--- src/rtl/rr_arbiter_param.sv ---
// Round-robin arbiter for N requesters with a per-grant hold quantum.
// Grants are registered, one-hot and work-conserving with no dead cycle between owners.
module rr_arbiter_param #(
  parameter  int N       = 4,
  parameter  int QUANTUM = 4,
  localparam int IDXW    = (N > 1) ? $clog2(N) : 1
) (
  input  logic            clk,
  input  logic            rst,
  input  logic [N-1:0]    request,
  output logic [N-1:0]    grant,
  output logic            grant_valid,
  output logic [IDXW-1:0] grant_idx
);

  localparam int              CNTW     = (QUANTUM > 1) ? $clog2(QUANTUM) : 1;
  localparam logic [CNTW-1:0] CNT_MAX  = CNTW'(QUANTUM - 1);
  localparam logic [IDXW-1:0] IDX_LAST = IDXW'(N - 1);
  localparam logic [N-1:0]    ONE_HOT0 = N'(1);

  typedef enum logic {S_IDLE, S_GRANT} state_e;

  state_e          state_q;
  logic [IDXW-1:0] ptr_q;
  logic [IDXW-1:0] idx_q;
  logic [CNTW-1:0] cnt_q;
  logic [N-1:0]    grant_q;
  logic            valid_q;

  logic            search_hit;
  logic [IDXW-1:0] search_idx;
  logic [IDXW-1:0] ptr_d;
  logic            hold;

  // Scan from the highest offset down so the last hit is the first requester at or after ptr.
  always_comb begin : search
    int              cand;
    logic [IDXW-1:0] cand_idx;
    // NOTE: every variable gets a default up front so no path leaves it unassigned (no latch).
    cand       = 0;
    cand_idx   = '0;
    search_hit = 1'b0;
    search_idx = ptr_q;
    for (int k = N - 1; k >= 0; k--) begin
      cand = int'(ptr_q) + k;
      if (cand >= N) cand = cand - N;
      cand_idx = IDXW'(cand);
      if (request[cand_idx]) begin
        search_hit = 1'b1;
        search_idx = cand_idx;
      end
    end
  end

  // Wrap by comparison so non-power-of-two N works.
  assign ptr_d = (search_idx == IDX_LAST) ? '0 : search_idx + IDXW'(1);
  assign hold  = request[idx_q] && (cnt_q < CNT_MAX);

  // NOTE: asynchronous reset in the sensitivity list and non-blocking updates for all state.
  always_ff @(posedge clk or posedge rst) begin
    if (rst) begin
      state_q <= S_IDLE;
      ptr_q   <= '0;
      idx_q   <= '0;
      cnt_q   <= '0;
      grant_q <= '0;
      valid_q <= 1'b0;
    end else begin
      case (state_q)
        S_IDLE: begin
          if (search_hit) begin
            state_q <= S_GRANT;
            grant_q <= ONE_HOT0 << search_idx;
            idx_q   <= search_idx;
            valid_q <= 1'b1;
            cnt_q   <= '0;
            ptr_q   <= ptr_d;
          end
        end
        S_GRANT: begin
          if (hold) begin
            cnt_q <= cnt_q + CNTW'(1);
          end else if (search_hit) begin
            // Quantum expiry or release: hand over, or re-grant the same owner if alone.
            grant_q <= ONE_HOT0 << search_idx;
            idx_q   <= search_idx;
            valid_q <= 1'b1;
            cnt_q   <= '0;
            ptr_q   <= ptr_d;
          end else begin
            state_q <= S_IDLE;
            grant_q <= '0;
            valid_q <= 1'b0;
          end
        end
        default: state_q <= S_IDLE;
      endcase
    end
  end

  assign grant       = grant_q;
  assign grant_valid = valid_q;
  assign grant_idx   = idx_q;

endmodule

--- config.mk ---
export PLATFORM = sky130hd
export DESIGN_NAME = rr_arbiter_param
export DESIGN_NICKNAME = d
export VERILOG_FILES = /design/src/rtl/rr_arbiter_param.sv
export SDC_FILE = /design/constraint.sdc
export NUM_CORES = 1
export LEC_CHECK = 0
export BUFFER_PORTS_ARGS = -buffer_cell sky130_fd_sc_hd__buf_2
export CORE_AREA = 2 2 39 41
export DETAILED_ROUTE_END_ITERATION = 8
export DIE_AREA = 0 0 41 43
export PLACE_DENSITY = 0.74
export SLEW_MARGIN = 15
export SYNTH_ARGS = -nofsm -noshare
export SYNTH_HDL_FRONTEND = slang
export SYNTH_SLANG_ARGS = --single-unit
export TNS_END_PERCENT = 100
--- constraint.sdc ---
create_clock -name clk -period 2.55 [get_ports clk]
set_input_delay 0.1275 -clock clk [delete_from_list [all_inputs] [get_ports clk]]
set_output_delay 0.1275 -clock clk [all_outputs]
set_load 0.02 [all_outputs]
-- After elaboration in Yosys (flattened, before gate mapping)
Index checks and enable logic that the tools add are counted.
- flip-flop bits (word level): 12
- word-level logic and storage cells: 74
- memories: 0
- bits of input ports: 6
- output and inout port bits: 7
- ROM bits: 0
- bits in latches: 0
- bits in writable memories: 0
- equality and inequality tests: 3
- reduce and logical (&&, ||, !) cells: 2
- magnitude comparators: 10
- bitwise gates (word level): 1
- shift-type cells: 1
- $add $sub $neg: 9
- divide/modulo/power cells: 0
- multiply operators: 0
- muxes and demuxes: 42
- operator list (kind ; count):
    two-way mux 2 bit ; 15
    less-than comparator 2 x 3 -> 1 bit, second input constant ; 5
    two-way mux 1 bit ; 13
    two-way mux 4 bit ; 3
    case mux 2 bit (2 select lines) ; 3
    binary-select mux 1 bit (select 2 bit) ; 5
    >= comparator 3 bit, second input constant ; 3
    case mux 4 bit (2 select lines) ; 1
    subtractor 2 x 1 -> 2 bit, second input constant ; 4
    adder 2 x 2 -> 3 bit, second input constant ; 2
    adder 2 x 1 -> 2 bit, second input constant ; 2
    inequality test 2 bit, second input constant ; 2
    case mux 1 bit (2 select lines) ; 2
    left shift 1 x 2 -> 4 bit, first input constant ; 1
    adder 2 x 1 -> 3 bit, second input constant ; 1
    >= comparator 2 x 3 -> 1 bit, second input constant ; 1
    equality test 2 bit, second input constant ; 1
    less-than comparator 2 bit, second input constant ; 1
    AND reduction 2 bit ; 1
    logical AND 1 bit ; 1
    inverter 1 bit ; 1

-- Depth between registers and ports, before layout
- depth in word-level cells: 14
- depth in mapped cells: 6
- depth with buffers taken out: 6

-- Least setup slack after synthesis
Ideal clock, no wire load.
- kind: flip-flop to flip-flop
- from: reg idx_q[0] (netlist: grant_idx[0])
- to: reg idx_q[0] (netlist: grant_idx[0])
- required time: 2425 ps
- setup slack: 773 ps
- cell stages (with the launch flop): 6
- buffers on the path: 1
- library setup time: 125 ps
- clock period less this slack: 1777 ps
- data arrival time: 1652 ps
- cell sequence: dfrtp_1 -> mux2_2 -> a2bb2oi_2 -> and2_4 -> buf_6 -> mux2_4
- cells in the longest elaborated chain, start to end: 4
- elaborated cells on any way between the ends: 7
- classes of those cells: 1 x eq/ne; 5 x mux; 1 x reduce/logical
- RTL lines (what ; RTL line ; text):
    from (decl) ; 25 ; logic [IDXW-1:0] idx_q;
    from (signal assigned) ; 74 ; idx_q <= search_idx;
    from (signal assigned) ; 86 ; idx_q <= search_idx;
    binary-select mux 1 bit (select 2 bit) ; 57 ; assign hold = request[idx_q] && (cnt_q < CNT_MAX);
    two-way mux 1 bit (implied by the code) ; 57 ;
    logical AND 1 bit ; 57 ;
    inequality test 2 bit (no line) ; -- ;
Parallel ways exist; a longest one is shown, timed or not. The select of a mux whose other input is x is not followed.
A chain may end at the register's enable or synchronous reset.

-- Worst setup path after layout
- from: reg idx_q[0] (netlist: grant_idx[0])
- to: reg idx_q[1] (netlist: grant_idx[1])
- cells in the longest elaborated chain, start to end: 4
- RTL lines (what ; RTL line):
    binary-select mux 1 bit (select 2 bit) ; 57
    two-way mux 1 bit (implied by the code) ; 57
    logical AND 1 bit ; 57
    inequality test 2 bit (no line) ; --
Every way passes these cells. The select of a mux whose other input is x is not followed.

==> flow_summary.yaml <==
synth:
  yosysSeqAreaShare_pct: 44.20
  synth_top_family_by_area: "compound AO/OA/AOI/OAI gates"
  syn_area_um2: 679.4
  yosysTopAreaCell: "dfrtp_1"
  synth_top_area_share_pct: 44.20
  synth-seq-cells: 12
  synth-xor-area-share_pct: 0
  synth_most_common_cell: "dfrtp_1"
  ys_top_cells_by_area: "dfrtp_1 (44%), ha_1 (9.2%), a22o_1 (5.2%), mux2_4 (4.4%), o21ai_0 (3.7%)"
  async_reset_ff_share_pct: 100.0
  synth-main-ff-cell: "dfrtp_1"
  yosys_warnings: 0
  synthMuxAreaShare_pct: 7.551
  yosys-top-cells-count: "dfrtp_1 (12), ha_1 (5), inv_1 (5), nand2_1 (5), o21ai_0 (5)"
  syn_inst: 62
  synth_fa_ha_area_share_pct: 9.208
  avgSynthCellArea_um2: 10.96
  synth_edf_count: 0
  synth_nets: 73
  synth_compound_area_share_pct: 17.50
  synth_cell_type_count: 26
  synthSimpleGateAreaFrac_pct: 16.57
die:
  die_w_um: 41
  die-height_um: 43
  initial_core_util_pct: 49.10
  pin_count: 13
  core_mm2: 0.001384
  rows: 14
  die_area_mm2: 0.001763
global_routing:
  grt_pass1_vias: 477
  grt_overflow_total: 0
  grtUsageTotal_pct: 17.68
  grt_max_degree: 13
  grt_pass1_wl_um: 2090
  antenna_found_initial: 0
timing:
  fin_worst_skew_ns: 0.003420
  final_max_slew_viol_count: 0
  max_slew_margin_pct: 68.97
  setup_viol: 0
  period_minus_slack_ns: 1.750
  rsz0062_at_grt: "false"
  worstMarginPinSlew_ns: 0.4650
  hold_viol_final: 0
  timing.final.crit_share_pct: 68.61
  max_freq_mhz: 571.6
  tns_ns: 0
clock_network:
  htreeDepth: 1
  clkTransAtPathRegs_ns: 0.07
  root_buffer: "clkbuf_4"
  cts_tree: "yes"
  cts_buffer_depth: 2
  numCtsBuffers: 3
  clock_latency_ns: 0.28
  post_cts_buffers: 0
  cts_sinks: 12
setup_path:
  worstReg2RegEnd: "grant_idx[1]"
  arrival_ns: 1.92
  reg2regPathDepth: 4
  reg2reg_from: "grant_idx[0]"
  worstSetupPathType: "reg2reg"
  critPathRequiredTime_ns: 2.72
  crit_path_start_kind: "flip-flop"
  crit_path_end_kind: "flip-flop"
  crit_fanout: 9
  rrSetupSlack_ns: 0.80
final_layout:
  finalNetCount: 90
  n_antenna_cell: 0
  drive_gt1_share_pct: 30.77
  area_growth_pct: 16.94
route:
  routed_via_density: 5.511
  routed_wirelength_um: 1232
  drt_iter0_drc: 14
  drtPass1Iterations: 4
  drtAntennaViolNets: 0
  drc: 0
  vias: 518
  routedWlPerCell_um: 13.11
hold_path:
  min_from: "request[1]"
  hold_depth: 3
  hold-path-endpoint: "state_q"
  hp-class: "in2reg"
pwr:
  p_seq_share_pct: 34.8
  power_switching_mw: 0.3784
  leakagePower_nw: 0.3974
  p_comb_share_pct: 48.9
  ir_worst_vdd_uv: 502.5
  powerDensity_mw_per_mm2: 1191
  p_clk_share_pct: 16.3
  p_int_mw: 0.5677
  p_sw_share_pct: 39.99
  p_total_mw: 0.9460
placed_design:
  hpwlAfterDp_um: 891.9
  gp_congestion: 0.7468
  port_buffers: 12
outcome:
  status: "complete, no violations"
run:
  cap_violations: 0
-- registers in the layout (all words and copies together) (netlist names) --
signal and count:
grant_idx 2, cnt_q 2, grant 4, state_q 1, ptr_q 2, grant_valid 1
-- per-stage QoR --
stage / worst slack [ns] / instances / hold slack [ns] / instance area [um2] / util [%]
floorplan: 0.7726 / 62 / -0.007801 / 679.4 / -
global placement: 0.8004 / 89 / 0.1588 / 748.2 / 54.07
detailed placement: 0.8116 / 89 / 0.1617 / 748.2 / 54.07
CTS: 0.7883 / 94 / 0.1654 / 794.5 / 57.41
global route: 0.7195 / 94 / 0.1784 / 794.5 / 57.41
finish: 0.8004 / 94 / 0.1711 / 794.5 / 57.41
-- kinds of logic after synthesis --
kind of cell	Yosys count
AO/OA/AOI/OAI	17
AND/OR/NAND/NOR	17
buffers and inverters	7
multiplexers	4
flip-flops	12
adder cells (fa/ha/maj)	5
-- placed cells by master, fill, tap and decap left out, types with 2 or more instances in the layout --
| cell | count |
|---|---|
| a21oi_1 | 4 |
| ha_1 | 5 |
| o21ai_0 | 5 |
| nand2_1 | 5 |
| a22o_1 | 4 |
| inv_1 | 5 |
| mux2_4 | 2 |
| buf_2 | 12 |
| nor2b_1 | 3 |
| dfrtp_1 | 12 |
| clkbuf_4 | 3 |
-- worst max-delay path by stage --
stage / startpoint / endpoint / slack [ns] / cells after the start
after CTS: grant_idx[0] / grant_idx[1] / 0.79 / 4
final: grant_idx[0] / grant_idx[1] / 0.80 / 4
after detailed placement: grant_idx[0] / grant_idx[1] / 0.81 / 4
after global routing: grant_idx[0] / grant_idx[1] / 0.72 / 4
after floorplan: grant_idx[0] / grant_idx[0] / 0.77 / 5
after global placement: grant_idx[0] / grant_idx[0] / 0.80 / 4
-- worst max-delay path: stages, from the launching register on --
cell	delay, ns
dfrtp_1	0.42
mux2_2	0.36
a2bb2oi_2	0.27
and2_4	0.27
mux2_4	0.31
-- power groups by stage --
| stage | registers, mW | clock network, mW | logic (mW) |
|---|---|---|---|
| 2_1_floorplan | 0.379 | 0 | 0.317 |
| 3_3_place_gp | 0.330 | 0 | 0.453 |
| 3_5_place_dp | 0.332 | 0 | 0.463 |
| 4_1_cts | 0.329 | 0.159 | 0.469 |
| 5_1_grt | 0.344 | 0.169 | 0.525 |
| 6_report | 0.329 | 0.155 | 0.462 |
-- timing repair --
action	4_1_cts	5_1_grt
hold buffers	1	0
resized for setup	0	0
endpoints found under the hold margin	12	0
-- final cells by class --
| class | count | area [um2] |
|---|---|---|
| Tap cell | 16 | 20.02 |
| Fill cell | 125 | 589.3 |
| Sequential cell | 12 | 300.3 |
| Timing Repair Buffer | 13 | 70.07 |
| Multi-Input combinational cell | 43 | 345.3 |
| Clock buffer | 4 | 36.28 |
| Inverter | 6 | 22.52 |
-- routing by layer --
| layer | up-vias | part of all wire [%] | track usage (%) |
|---|---|---|---|
| met3 | 3 | 4.2 | 1.571 |
| met2 | 19 | 46 | 25.00 |
| li1 | 252 | - | - |
| met5 | - | 0 | 0 |
| met4 | 0 | 2.2 | 10.00 |
| met1 | 244 | 47 | 25.42 |
(Power assumes the default switching activity.)
